File: src/rtl/alu_datapath.sv
// alu_datapath: 8-bit arithmetic slice of the CPU datapath.
// Two operand registers (A, B) feed an add/subtract unit. Carry and zero
// flags are latched on request. The result drives the bus.
//
// Ports:
//   clk            rising-edge clock
//   rst            asynchronous reset, active-low
//   load_a/load_b  capture a/b into register A/B on the next rising edge
//   en_a/en_b      gate register A/B onto the ALU operand (0x00 when low)
//   a, b           operand data inputs
//   add, sub       operation select; add==sub yields 0x00 with carry 0
//   fi             latch carry/zero from the current result on the next edge
//   out            ALU result
//   carry, zero    latched flags
//
// Configuration macro ALU_REG_OUT_EN:
//   defined   -> out is a registered copy of the result (1-cycle latency)
//   undefined -> out is the combinational result (0 latency)
module alu_datapath (
  input  logic       clk,
  input  logic       rst,
  input  logic       load_a,
  input  logic       load_b,
  input  logic       en_a,
  input  logic       en_b,
  input  logic [7:0] a,
  input  logic [7:0] b,
  input  logic       add,
  input  logic       sub,
  input  logic       fi,
  output logic [7:0] out,
  output logic       carry,
  output logic       zero
);

  localparam int unsigned W = 8;

  logic [W-1:0] reg_a;
  logic [W-1:0] reg_b;
  logic [W-1:0] op_a;
  logic [W-1:0] op_b;
  logic [W:0]   sum;
  logic [W-1:0] res;
  logic         res_c;
  logic         res_z;

  // Operand register A
  always_ff @(posedge clk or negedge rst) begin
    if (!rst) begin
      reg_a <= '0;
    end else if (load_a) begin
      reg_a <= a;
    end
  end

  // Operand register B
  always_ff @(posedge clk or negedge rst) begin
    if (!rst) begin
      reg_b <= '0;
    end else if (load_b) begin
      reg_b <= b;
    end
  end

  // Output gating forces zero rather than floating the operand
  assign op_a = en_a ? reg_a : '0;
  assign op_b = en_b ? reg_b : '0;

  // Add/subtract; subtraction carry-out of 1 means no borrow
  always_comb begin
    sum = '0;
    case ({add, sub})
      2'b10:   sum = {1'b0, op_a} + {1'b0, op_b};
      2'b01:   sum = {1'b0, op_a} + {1'b0, ~op_b} + (W+1)'(1);
      default: sum = '0;
    endcase
  end

  assign res   = sum[W-1:0];
  assign res_c = sum[W];
  assign res_z = (res == '0);

  // Flag register
  always_ff @(posedge clk or negedge rst) begin
    if (!rst) begin
      carry <= 1'b0;
      zero  <= 1'b0;
    end else if (fi) begin
      carry <= res_c;
      zero  <= res_z;
    end
  end

`ifdef ALU_REG_OUT_EN
  // Registered result, refreshed every edge
  always_ff @(posedge clk or negedge rst) begin
    if (!rst) begin
      out <= '0;
    end else begin
      out <= res;
    end
  end
`else
  assign out = res;
`endif

endmodule

File: config.mk
export PLATFORM = sky130hd
export DESIGN_NAME = alu_datapath
export DESIGN_NICKNAME = d
export VERILOG_FILES = /design/src/rtl/alu_datapath.sv
export SDC_FILE = /design/constraint.sdc
export NUM_CORES = 1
export LEC_CHECK = 0
export BUFFER_PORTS_ARGS = -buffer_cell sky130_fd_sc_hd__buf_2
export CORE_MARGIN = 2
export CORE_UTILIZATION = 55
export CTS_CLUSTER_SIZE = 12
export DETAILED_ROUTE_END_ITERATION = 8
export GPL_ROUTABILITY_DRIVEN = 0
export PLACE_DENSITY_LB_ADDON = 0.12
export SLEW_MARGIN = 25
export SYNTH_ARGS = -nofsm -noshare
export SYNTH_HDL_FRONTEND = slang
export SYNTH_SLANG_ARGS = --single-unit
File: constraint.sdc
create_clock -name clk -period 4.95 [get_ports clk]
set_clock_uncertainty 0.15 [all_clocks]
set_input_delay 0.2475 -clock clk [delete_from_list [all_inputs] [get_ports clk]]
set_output_delay 0.2475 -clock clk [all_outputs]
set_load 0.005 [all_outputs]
== Word-level counts from Yosys, hierarchy flattened ==
Index checks and enable logic that the tools add are counted.

* Equal/unequal tests: 2
* $add $sub $neg: 3
* Mux-type cells: 3
* Reduce and logical (&&, ||, !) cells: 1
* Bitwise operators: 1

{| class="wikitable"
|+ Operators with widths
! kind !! number
|-
| adder 8 x 8 -> 9 bit || 2
|-
| case mux 9 bit (2 select lines) || 1
|-
| two-way mux 8 bit || 2
|-
| adder 9 x 1 -> 9 bit, second input constant || 1
|-
| logical NOT 8 bit || 1
|-
| inverter 8 bit || 1
|-
| == test 2 x 1 -> 1 bit, second input constant || 1
|-
| == test 2 bit, second input constant || 1
|}

* Bits in registers: 18
* Logic and storage cells: 14
* Input bits: 25
* Output and inout bits: 10

== Depth between registers and ports, before layout ==
* Depth in word-level cells: 6
* Mapped depth: 11
* Gate-level depth less buffers: 10

== Worst setup path before layout ==
Ideal clock, no wire load.

* Kind: input-to-reg
* Start point: input en_b
* End point: register zero
* Stages: 10
* Data arrival time: 2.722 ns
* Setup slack: 1.975 ns
* Setup time: 0.103 ns
* Buffers on the path: 1
* Data required time: 4.697 ns
* Cells stage by stage: clkbuf_1 and2_1 ha_1 fa_1 nand2b_1 a32oi_1 nor2_1 or4b_1 or4b_1 o41ai_2

* Cells in the longest elaborated chain, start to end: 6
* Elaborated cells on any way between the ends: 7
* Classes of those cells: 3 x add/sub; 2 x mux; 1 x bitwise; 1 x reduce/logical

{| class="wikitable"
|+ Ends and longest elaborated chain
! item !! line !! RTL
|-
| start: declaration || 25 || <nowiki>input logic en_b,</nowiki>
|-
| two-way mux 8 bit * || 67 || <nowiki>assign op_b = en_b ? reg_b : '0;</nowiki>
|-
| inverter 8 bit || 74 || <nowiki>2'b01: sum = {1'b0, op_a} + {1'b0, ~op_b} + (W+1)'(1);</nowiki>
|-
| adder 8 x 8 -> 9 bit || 74 ||
|-
| adder 9 x 1 -> 9 bit || 74 ||
|-
| case mux 9 bit (2 select lines) * || 72 || <nowiki>case ({add, sub})</nowiki>
|-
| net sum[2] || 42 || <nowiki>logic [W:0] sum;</nowiki>
|-
| logical NOT 8 bit * || 81 || <nowiki>assign res_z = (res == '0);</nowiki>
|-
| end signal: assignment || 90 || <nowiki>zero <= res_z;</nowiki>
|-
| end: declaration || 33 || <nowiki>output logic zero</nowiki>
|}

Mark *: on every way through the listed nets, which the timed path passes. The rest lies on a longest branch.
A chain may end at the register's enable or synchronous reset.

== Worst setup path in the final report ==
* Start point: register reg_b[0]
* End point: output out[6]

* Cells in the longest elaborated chain, start to end: 5
* Elaborated cells on any way between the ends: 6
* Classes of those cells: 3 x add/sub; 2 x mux; 1 x bitwise

{| class="wikitable"
|+ Ends and longest elaborated chain
! item !! line !! RTL
|-
| start: declaration || 39 || <nowiki>logic [W-1:0] reg_b;</nowiki>
|-
| start signal: assignment || 59 || <nowiki>reg_b <= '0;</nowiki>
|-
| start signal: assignment || 61 || <nowiki>reg_b <= b;</nowiki>
|-
| two-way mux 8 bit * || 67 ||
|-
| inverter 8 bit || 74 ||
|-
| adder 8 x 8 -> 9 bit || 74 ||
|-
| adder 9 x 1 -> 9 bit || 74 ||
|-
| case mux 9 bit (2 select lines) * || 72 ||
|-
| end: declaration || 31 || <nowiki>output logic [7:0] out,</nowiki>
|}

Mark *: on every way between the ends. The rest lies on a longest branch, timed or not.

==> metrics.csv <==
stage,metric,value,unit
status,outcome,finished with violations,
status,failing checks,design-rule violations,
logic_synthesis,Cell variety after synth,39,
global_route,vias in the first global route,1304,
sta,Slew Limit Fails,0,
global_route,gr ovfl total,0,
route,final WL,3.43,mm
clock_network,Max Buffers Root-to-Sink,2,
logic_synthesis,sequential area share after synthesis,0.271,
route,Routed Antenna Nets,0,
logic_synthesis,total nets after synthesis,228,
finish,Total Nets Final,254,
finish,most frequent cells in the layout,"buf_2, ha_1, dfrtp_1",
logic_synthesis,Post-synth EDFFs,0,
critical_path,critical path endpoint,out[6],
floorplanning,Die Footprint,0.00347,mm2
sta,RSZ-0062 raised after global routing,no,
clock_network,CTS tree,done,
sta,fin crit share,0.640,
power,Int Power,288,uW
floorplanning,Starting Density,0.591,
floorplanning,row cnt,19,
route,vias per cell,5.60,
placement,pre-CTS setup slack,1780,ps
logic_synthesis,ys async rst share,1.00,
logic_synthesis,Synth Instances,182,
placement,post-DP HPWL,2.92,mm
logic_synthesis,mean post-synth cell area,9.12,um2
placement,port bufs,34,
floorplanning,core area,0.00281,mm2
logic_synthesis,yosys warns,0,
power,PwrDens,236,mW/mm2
power,Pleak,0.947,nW
critical_path,CP endpoint kind,output port,
floorplanning,# IOs,35,
finish,Antenna diodes,0,
global_route,pin count of the biggest net entering global routing,19,
logic_synthesis,"Primary FF master, synth",dfrtp_1,
route,drt initial violations,78,
sta,Slew headroom,0.676,
sta,final worst slack,1780,ps
route,Via Count,1332,
clock_network,H-tree depth,1,
finish,"commonest non-fill, non-tap cell in the layout",buf_2,
critical_path,reg2reg path depth,9,
clock_network,Skew-Pair Late Insertion Delay,290,ps
critical_path,CP Class,reg -> out,
power,sequential power share,0.397,
critical_path,r2r endpoint,zero,
clock_network,clk slew on worst S/H paths,100,ps
global_route,first-pass GRT wire length,5.75,mm
clock_network,hold_buf cts,1,
critical_path,"reg-to-reg slack, setup",1800,ps
finish,layout cells sized above 1,0.280,
critical_path,Arrival @ worst endpoint,2770,ps
sta,minimum clock period,3170,ps
sta,Fin Setup TNS,0,ps
logic_synthesis,Seq cells post-synth,18,
finish,Layout area overhead,10.4,%
floorplanning,width of the die,58.9,um
critical_path,Worst setup SP type,flip-flop,
power,Max VDD drop,0.000172,V
clock_network,clk sink count,18,
run,# Max-Cap Violations,0,
critical_path,Crit. Startpoint,reg_b[0],
hold_path,Hold WC Path Type,in -> reg,
critical_path,CP required,4550,ps
sta,setup violators final,0,
floorplanning,DIE HEIGHT,58.9,um
power,clock power share,0.207,
power,Logic pwr share,0.395,
clock_network,Resized cells post-CTS,0,
critical_path,"Max FO, Critical Path",3,
global_route,antenna violations before repair,0,
clock_network,# Post-CTS Setup Buffers,0,
critical_path,Reg2Reg Launch Point,reg_b[0],
route,drt first pass iters,6,
global_route,Total GRT Usage,0.217,
route,WL/cell,14.4,um
logic_synthesis,synthesized cell area,0.00166,mm2
sta,maximum clock rate,0.316,GHz
sta,Fin. Hold Viols,0,
sta,Slew @ Worst Pin,482,ps
clock_network,cts bufs inserted,3,
power,sw frac,0.334,
power,NetSw,145,uW
clock_network,root buffer cell,clkbuf_4,
route,Residual DRC,3,
[worst min path at each step]
stage,slack [ps],startpoint,depth (start not counted),to
floorplan,-200,rst,0,carry
global placement,50,rst,1,reg_a[2]
detailed placement,50,rst,1,reg_a[1]
CTS,20,a[1],2,reg_a[1]
global route,20,a[1],2,reg_a[1]
finish,30,a[1],2,reg_a[1]
[layer usage]
layer,part of all wire,routed length [um],up-vias,GRT usage
met2,0.48,1650,42,0.370
met1,0.44,1500,610,0.272
met5,0,0,-,0
li1,-,-,674,-
met3,0.057,197,6,0.0220
met4,0.024,82,0,0.107
[cell type report]
type	count	area (um2)
multi-input cells	136	1070
clock buffers	4	36.3
fillers	249	973
flip-flops and latches	18	450
well taps	31	38.8
repair buffers	35	180
inverters	14	52.6
[logic make-up after synthesis]
family          count (synthesis)  share of synthesized area
buf+inv                        28                     0.0814
compound gates                 35                      0.146
xor+xnor                        6                     0.0317
mux                            17                      0.115
simple gates                   57                      0.187
flops                          18                      0.271
fa+ha+maj                      21                      0.167
[flip-flops by register name (all words and copies together) (netlist names)]
register,count
reg_a,8
zero,1
carry,1
reg_b,8
[Yosys cell counts, drive strengths merged (2+ instances only)]
library cell   n  share of area
mux2          17           0.12
xnor2          4          0.021
or2b           2         0.0090
nand2         14          0.032
nor2          12          0.027
fa             2          0.024
or4b           2          0.012
a21oi          9          0.027
nand2b         7          0.031
a211oi         2         0.0090
dfrtp         18           0.27
o21ai          7          0.021
o211ai         3          0.014
inv           14          0.032
buf            8          0.036
nor4           2         0.0075
nor2b          3          0.011
and2           9          0.034
nor3           2         0.0060
a21o           3          0.014
ha            19           0.14
clkbuf         6          0.014
xor2           2          0.011
[metrics by stage]
step,std cells,total power [mW],hold slack [ps],util,instance area (um2)
CTS,238,0.437,23.6,0.653,1830
finish,238,0.432,30.4,0.653,1830
global route,238,0.466,19.7,0.653,1830
floorplan,182,0.303,-198,-,1660
global placement,233,0.338,50.6,0.636,1790
detailed placement,233,0.345,49.6,0.636,1790
[power by group through the flow]
stage	registers, mW	clock network (mW)	logic (mW)
5_1_grt	0.173	0.100	0.192
2_1_floorplan	0.172	0	0.132
3_3_place_gp	0.174	0	0.164
4_1_cts	0.172	0.0935	0.172
6_report	0.172	0.0896	0.171
3_5_place_dp	0.175	0	0.171
[worst max-delay path: stages (launching register included)]
cell,delay (ps)
dfrtp_1,350
and2_1,180
ha_1,160
inv_1,50
fa_1,400
and3_1,200
a211oi_1,440
o21ai_0,200
a21oi_1,190
o211ai_1,150
buf_2,170
(Power assumes the default switching activity.)
